==> config.mk <==
export PLATFORM = sky130hd
export DESIGN_NAME = pwm_voice_sched
export DESIGN_NICKNAME = d
export VERILOG_FILES = /design/src/rtl/pwm_sched_pkg.sv /design/src/rtl/voice_regfile.sv /design/src/rtl/pwm_voice_sched.sv
export SDC_FILE = /design/constraint.sdc
export NUM_CORES = 1
export LEC_CHECK = 0
export CORE_AREA = 8 8 168 170
export DETAILED_ROUTE_END_ITERATION = 6
export DIE_AREA = 0 0 176 178
export MAX_ROUTING_LAYER = met4
export PLACE_DENSITY = 0.6
export SETUP_SLACK_MARGIN = 0.3
export SYNTH_ARGS = -nofsm -noshare
export SYNTH_HDL_FRONTEND = slang
export SYNTH_SLANG_ARGS = --single-unit
export TNS_END_PERCENT = 1
==> constraint.sdc <==
create_clock -name clk -period 5.3 [get_ports clk]
set_input_delay 1.06 -clock clk [delete_from_list [all_inputs] [get_ports clk]]
set_output_delay 1.06 -clock clk [all_outputs]
set_load 0.02 [all_outputs]
==> src/rtl/pwm_sched_pkg.sv <==
// Shared types and helpers for the time-multiplexed PWM voice scheduler.
package pwm_sched_pkg;

  typedef enum logic [1:0] {
    ST_IDLE  = 2'd0,
    ST_RUN   = 2'd1,
    ST_DRAIN = 2'd2
  } sched_state_e;

  localparam logic CFG_SEL_FREQ = 1'b0;
  localparam logic CFG_SEL_DUTY = 1'b1;

  function automatic int slot_w(input int voices);
    return (voices < 2) ? 1 : $clog2(voices);
  endfunction

endpackage

==> src/rtl/voice_regfile.sv <==
// Per-voice freq/duty/phase storage: one issue read port with phase-increment
// writeback and one config write port. Reads return pre-edge values.
module voice_regfile
  import pwm_sched_pkg::*;
#(
  parameter int N       = 14,
  parameter int M       = 12,
  parameter int VOICES  = 4,
  localparam int SW     = slot_w(VOICES)
) (
  input  logic          clk,
  input  logic          rst_n,
  input  logic          iss_en,
  input  logic [SW-1:0] iss_slot,
  output logic [N-1:0]  iss_phase,
  output logic [M-1:0]  iss_duty,
  input  logic          wr_en,
  input  logic [SW-1:0] wr_voice,
  input  logic          wr_sel,
  input  logic [N-1:0]  wr_data
);

  logic [N-1:0] phase_q [VOICES];
  logic [N-1:0] phase_d [VOICES];
  logic [N-1:0] freq_q  [VOICES];
  logic [N-1:0] freq_d  [VOICES];
  logic [M-1:0] duty_q  [VOICES];
  logic [M-1:0] duty_d  [VOICES];

  assign iss_phase = phase_q[iss_slot];
  assign iss_duty  = duty_q[iss_slot];

  // Increment uses the pre-write freq, so a same-edge config write lands next frame.
  always_comb begin
    for (int v = 0; v < VOICES; v++) begin
      phase_d[v] = phase_q[v];
      freq_d[v]  = freq_q[v];
      duty_d[v]  = duty_q[v];
    end
    if (iss_en) begin
      phase_d[iss_slot] = phase_q[iss_slot] + freq_q[iss_slot];
    end
    if (wr_en) begin
      if (wr_sel == CFG_SEL_DUTY) begin
        duty_d[wr_voice] = wr_data[M-1:0];
      end else begin
        freq_d[wr_voice] = wr_data;
      end
    end
  end

  always_ff @(posedge clk or negedge rst_n) begin
    if (!rst_n) begin
      for (int v = 0; v < VOICES; v++) begin
        phase_q[v] <= '0;
        freq_q[v]  <= '0;
        duty_q[v]  <= '0;
      end
    end else begin
      for (int v = 0; v < VOICES; v++) begin
        phase_q[v] <= phase_d[v];
        freq_q[v]  <= freq_d[v];
        duty_q[v]  <= duty_d[v];
      end
    end
  end

endmodule

==> src/rtl/pwm_voice_sched.sv <==
// Round-robin scheduler sharing one registered PWM comparator among VOICES voices.
// Build macro PWM_SCHED_MUTE_EN adds a per-voice mute input sampled at issue.
module pwm_voice_sched
  import pwm_sched_pkg::*;
#(
  parameter int N       = 14,
  parameter int M       = 12,
  parameter int VOICES  = 4,
  localparam int SW     = slot_w(VOICES)
) (
  input  logic          clk,
  input  logic          rst_n,
  input  logic          enable,
  input  logic          cfg_valid,
  output logic          cfg_ready,
  input  logic [SW-1:0] cfg_voice,
  input  logic          cfg_sel,
  input  logic [N-1:0]  cfg_data,
  output logic [N-1:0]  dp_phase,
  output logic [M-1:0]  dp_mod,
  input  logic [M-1:0]  dp_pwm,
  output logic [M-1:0]  mix_out,
  output logic          mix_valid
`ifdef PWM_SCHED_MUTE_EN
  ,
  input  logic [VOICES-1:0] mute
`endif
);

  localparam logic [SW-1:0] LAST_SLOT = SW'(VOICES - 1);
  localparam int            AW        = M + SW;

  sched_state_e  state_q, state_d;
  logic [SW-1:0] slot_q, slot_d;
  logic          issue;
  logic [SW-1:0] iss_slot;
  logic          last_issue;
  logic          apply;
  logic          iss_mute;
  logic [N-1:0]  rf_phase;
  logic [M-1:0]  rf_duty;

  logic          pend_vld_q, pend_vld_d;
  logic [SW-1:0] pend_voice_q, pend_voice_d;
  logic          pend_sel_q, pend_sel_d;
  logic [N-1:0]  pend_data_q, pend_data_d;

  logic [N-1:0]  dp_phase_q, dp_phase_d;
  logic [M-1:0]  dp_mod_q, dp_mod_d;

  logic          vld_p0_q, vld_p0_d, vld_p1_q, vld_p1_d;
  logic [SW-1:0] tag_p0_q, tag_p0_d, tag_p1_q, tag_p1_d;
  logic          mute_p0_q, mute_p0_d, mute_p1_q, mute_p1_d;
  logic [AW-1:0] acc_q, acc_d;
  logic [AW-1:0] sum;
  logic [M-1:0]  pwm_term;
  logic [M-1:0]  mix_out_q, mix_out_d;
  logic          mix_valid_q, mix_valid_d;

`ifdef PWM_SCHED_MUTE_EN
  assign iss_mute = mute[iss_slot];
`else
  assign iss_mute = 1'b0;
`endif

  // slot_q is the next slot to issue while in RUN/DRAIN.
  always_comb begin
    state_d  = state_q;
    slot_d   = slot_q;
    issue    = 1'b0;
    iss_slot = slot_q;
    case (state_q)
      ST_IDLE: begin
        if (enable) begin
          issue    = 1'b1;
          iss_slot = '0;
          slot_d   = SW'(1);
          state_d  = ST_RUN;
        end
      end
      ST_RUN: begin
        issue  = 1'b1;
        slot_d = slot_q + 1'b1;
        if (slot_q == LAST_SLOT) begin
          state_d = enable ? ST_RUN : ST_IDLE;
        end else if (!enable) begin
          state_d = ST_DRAIN;
        end
      end
      ST_DRAIN: begin
        issue  = 1'b1;
        slot_d = slot_q + 1'b1;
        if (slot_q == LAST_SLOT) begin
          state_d = ST_IDLE;
        end
      end
      default: state_d = ST_IDLE;
    endcase
    last_issue = issue && (iss_slot == LAST_SLOT);
  end

  // Config writes land only at frame boundaries while running.
  assign cfg_ready = ~pend_vld_q;
  assign apply     = pend_vld_q && ((state_q == ST_IDLE) || last_issue);

  always_comb begin
    pend_vld_d   = pend_vld_q;
    pend_voice_d = pend_voice_q;
    pend_sel_d   = pend_sel_q;
    pend_data_d  = pend_data_q;
    if (apply) begin
      pend_vld_d = 1'b0;
    end else if (cfg_valid && cfg_ready) begin
      pend_vld_d   = 1'b1;
      pend_voice_d = cfg_voice;
      pend_sel_d   = cfg_sel;
      pend_data_d  = cfg_data;
    end
  end

  voice_regfile #(
    .N      (N),
    .M      (M),
    .VOICES (VOICES)
  ) u_regfile (
    .clk       (clk),
    .rst_n     (rst_n),
    .iss_en    (issue),
    .iss_slot  (iss_slot),
    .iss_phase (rf_phase),
    .iss_duty  (rf_duty),
    .wr_en     (apply),
    .wr_voice  (pend_voice_q),
    .wr_sel    (pend_sel_q),
    .wr_data   (pend_data_q)
  );

  // Stage p0: issue register feeding the shared datapath.
  always_comb begin
    dp_phase_d = issue ? rf_phase : dp_phase_q;
    dp_mod_d   = issue ? rf_duty : '0;
    vld_p0_d   = issue;
    tag_p0_d   = iss_slot;
    mute_p0_d  = iss_mute;
  end

  // Stage p1: datapath registers its result; p2 capture into the frame accumulator.
  always_comb begin
    vld_p1_d    = vld_p0_q;
    tag_p1_d    = tag_p0_q;
    mute_p1_d   = mute_p0_q;
    pwm_term    = mute_p1_q ? '0 : dp_pwm;
    sum         = acc_q + AW'(pwm_term);
    acc_d       = acc_q;
    mix_out_d   = mix_out_q;
    mix_valid_d = 1'b0;
    if (vld_p1_q) begin
      if (tag_p1_q == LAST_SLOT) begin
        mix_out_d   = sum[AW-1:SW];
        mix_valid_d = 1'b1;
        acc_d       = '0;
      end else begin
        acc_d = sum;
      end
    end
  end

  always_ff @(posedge clk or negedge rst_n) begin
    if (!rst_n) begin
      state_q      <= ST_IDLE;
      slot_q       <= '0;
      pend_vld_q   <= 1'b0;
      pend_voice_q <= '0;
      pend_sel_q   <= 1'b0;
      pend_data_q  <= '0;
      dp_phase_q   <= '0;
      dp_mod_q     <= '0;
      vld_p0_q     <= 1'b0;
      tag_p0_q     <= '0;
      mute_p0_q    <= 1'b0;
      vld_p1_q     <= 1'b0;
      tag_p1_q     <= '0;
      mute_p1_q    <= 1'b0;
      acc_q        <= '0;
      mix_out_q    <= '0;
      mix_valid_q  <= 1'b0;
    end else begin
      state_q      <= state_d;
      slot_q       <= slot_d;
      pend_vld_q   <= pend_vld_d;
      pend_voice_q <= pend_voice_d;
      pend_sel_q   <= pend_sel_d;
      pend_data_q  <= pend_data_d;
      dp_phase_q   <= dp_phase_d;
      dp_mod_q     <= dp_mod_d;
      vld_p0_q     <= vld_p0_d;
      tag_p0_q     <= tag_p0_d;
      mute_p0_q    <= mute_p0_d;
      vld_p1_q     <= vld_p1_d;
      tag_p1_q     <= tag_p1_d;
      mute_p1_q    <= mute_p1_d;
      acc_q        <= acc_d;
      mix_out_q    <= mix_out_d;
      mix_valid_q  <= mix_valid_d;
    end
  end

  assign dp_phase  = dp_phase_q;
  assign dp_mod    = dp_mod_q;
  assign mix_out   = mix_out_q;
  assign mix_valid = mix_valid_q;

endmodule

==> impl_metrics.tcl <==
set metrics [dict create \
    grt_first_pass_wirelength_mm 44.0 \
    synth_cell_type_count 72 \
    hold_class "flop to flop" \
    route.detailed.vias_per_inst 5.58 \
    final_layout_size_suffix_gt1_share_pct 27.0 \
    diodes 0 \
    fin_crit_sh_pct 84.1 \
    dieHeight_um 178 \
    slew_headroom_pct 30.8 \
    number_of_sinks_driven_by_the_clock_tree 241 \
    critPathSlowestCell "sky130_fd_sc_hd__o311ai_1" \
    post-synth-top-count-cell "sky130_fd_sc_hd__dfrtp_1" \
    synth_edf_count 0 \
    post_layout_nonfiller_instances 1385 \
    synthXorXnorAreaFrac_pct 2.02 \
    design.portCount 73 \
    postSynthNetCount 1003 \
    synth.top_cells.by_area "sky130_fd_sc_hd__dfrtp_1, sky130_fd_sc_hd__mux2_2, sky130_fd_sc_hd__ha_1" \
    drt-total-wl_mm 26.8 \
    clock.fmax_ghz 0.224 \
    totalNegativeSetupSlack_ps 0 \
    antenna_violations_before_repair 0 \
    floorplan.initialDensity_pct 44.0 \
    status "finished clean" \
    hold_ws_ps 355 \
    routabilityCongestion 0.873 \
    area_growth_synth_to_finish_pct 19.4 \
    cp-start-kind "input pin" \
    rows 59 \
    synth_seq_cells 241 \
    arrival_time_reported_for_the_critical_path_endpoint_ps 4870 \
    cp-endpoint "u_regfile.phase_q[10]$_DFFE_PN0P_" \
    dieArea_um2 31300 \
    endpoint_type_of_the_worst_setup_path "flop" \
    yosys.area_share.simple_pct 7.16 \
    first_iter_violations 488 \
    crit_path_cell_trace "clkdlybuf4s50_1 -> a21bo_2 -> buf_4 -> o22ai_1 -> a211oi_1 -> ha_1 -> fa_1 -> a21o_1 -> a31oi_1 -> a2111oi_2 -> o311ai_1 -> nand3b_1 -> a21oi_1 -> xnor2_1 -> mux2_2" \
    dpl.hpwl_mm 18.2 \
    clock_skew_ps 13.7 \
    cts.hold.buffers_added 0 \
    layout_min_cycle_time_ps 4460 \
    worst_skew_pair.late_latency_ps 540 \
    synth-compound-area-share_pct 12.3 \
    core_area_um2 25600 \
    number_of_max_cap_violations 0 \
    fin_nets 1092 \
    drc_errors 0 \
    critical_path.max_stage_delay_ps 560 \
    post-synth-top-area-cell "sky130_fd_sc_hd__dfrtp_1" \
    cts_tree "built" \
    crit_fanout 19 \
    post_cts_resize_count 0 \
    synth_fa_ha_area_share_pct 3.44 \
    regToRegStartpoint "state_q[0]$_DFFE_PN0P_" \
    asyncSetResetFlopFracSynth_pct 100 \
    synth_seq_area_share_pct 53.5 \
    syn-instance-count 941 \
    clkTransAtPathRegs_ps 60 \
    post_drt_wl_per_cell_um 19.4 \
    tightestPinTransition_ps 1040 \
    synth.cells.most_frequent "sky130_fd_sc_hd__dfrtp_1, sky130_fd_sc_hd__mux2_2, sky130_fd_sc_hd__nand2_1" \
    die-width_um 176 \
    largest_family_of_logic_cells_by_synthesized_area "multiplexers" \
    worstReg2RegEnd "u_regfile.phase_q[10]$_DFFE_PN0P_" \
    grt_start_max_net_pins 126 \
    number_of_failing_setup_endpoints_in_the_final_timing_report 0 \
    clock_tree.htree_level_count 1 \
    worst-endpoint-required_ps 5720 \
    drt-pass1-iter-count 5 \
    port_buffers 72 \
    root_buffer "sky130_fd_sc_hd__clkbuf_16" \
    hold_viol 0 \
    cp_class "input pin to flop" \
    grtUsageTotal_pct 17.9 \
    synth-warning-count 0 \
    critical_path.startpoint "enable" \
    reg2reg_slack_ps 990 \
    postSynthAreaPerCell_um2 12.0 \
    grt.overflow.total 0 \
    synth_ff_type "sky130_fd_sc_hd__dfrtp_1" \
    place.detailed.instances 1336 \
    grt_setup_unrepaired "no" \
    post_synth_mux_area_share_pct 18.9 \
    rr_worst_depth 15 \
    via_count 7730 \
    cts-root-to-sink-buffers 3 \
    post_synth_instance_area_um2 11300 \
    synth_top_area_share_pct 53.5 \
    first_global_vias 7941 \
    post_cts_buffers 0 \
    antenna_viol_nets_final 0 \
    cts_buffers 27 \
    maxSlewViolCount 0 \
]
flip-flops by register name, indices dropped and copies added, names as in the netlist, 12 cells and up:
| register | cells |
|---|---|
| acc_q | 14 |
| u_regfile.freq_q | 56 |
| dp_phase | 14 |
| mix_out | 12 |
| pend_data_q | 14 |
| u_regfile.phase_q | 56 |
| u_regfile.duty_q | 48 |
| dp_mod | 12 |
critical path, delay by kind of cell:
kind | cells | cell delay (ps)
buffers and inverters | 2 | 770
adder cells (fa/ha/maj) | 2 | 660
AO/OA/AOI/OAI | 8 | 1810
multiplexers | 1 | 290
AND/OR/NAND/NOR | 1 | 130
XOR/XNOR | 1 | 130
stage by stage:
step                setup WS (ps)  area [µm²]  util, %
floorplan                     694       11300        -
global placement              421       12500     48.8
detailed placement            341       12500     48.8
CTS                           904       13500     52.5
global route                  602       13500     52.5
finish                        845       13500     52.5
per-layer routing:
metal | vias to the layer above | wire length, µm | track usage [%]
met3 | 41 | 1290 | 2.75
met5 | - | 0 | -
li1 | 3620 | - | -
met2 | 174 | 12500 | 27.9
met1 | 3895 | 12400 | 24.0
met4 | 0 | 599 | 4.95
layout make-up:
class	instances	area (µm²)
Tap cell	335	419
Inverter	26	100
Clock buffer	36	759
Multi-Input combinational cell	625	4960
Fill cell	2277	12200
Timing Repair Buffer	109	1000
Sequential cell	241	6030
Clock inverter	13	186
layout by cell type, fill, tap and decap left out, types with 26 or more instances in the layout:
cell type	synthesis	layout
sky130_fd_sc_hd__ha_1	27	27
sky130_fd_sc_hd__clkdlybuf4s50_1	0	71
sky130_fd_sc_hd__o22ai_1	31	31
sky130_fd_sc_hd__nor2_1	61	61
sky130_fd_sc_hd__clkbuf_16	0	27
sky130_fd_sc_hd__nand2_1	73	73
sky130_fd_sc_hd__dfrtp_1	241	240
sky130_fd_sc_hd__buf_4	1	37
sky130_fd_sc_hd__mux2_2	179	179
sky130_fd_sc_hd__a21oi_1	36	36
sky130_fd_sc_hd__o21ai_0	26	26
how the worst min path moves through the flow:
stage                                startpoint  cells after the start               endpoint
after global placement    tag_p0_q[1]$_DFF_PN0_                      0  tag_p1_q[1]$_DFF_PN0_
after floorplan           tag_p0_q[0]$_DFF_PN0_                      0  tag_p1_q[0]$_DFF_PN0_
final                        vld_p0_q$_DFF_PN0_                      0     vld_p1_q$_DFF_PN0_
after global routing         vld_p0_q$_DFF_PN0_                      0     vld_p1_q$_DFF_PN0_
after detailed placement     vld_p0_q$_DFF_PN0_                      0     vld_p1_q$_DFF_PN0_
after CTS                    vld_p0_q$_DFF_PN0_                      0     vld_p1_q$_DFF_PN0_
logic make-up after synthesis:
| kind of cell | after synthesis |
|---|---|
| and+or+nand+nor | 185 |
| xor gates and xnor gates | 26 |
| buffers and inverters | 75 |
| muxes | 190 |
| AOI/OAI and AO/OA | 194 |
| DFF | 241 |
| adders and majority gates | 30 |
Power is left out: the tool's default activity adds up to more than one toggle a clock period on the data nets, which glitch-free logic cannot reach.
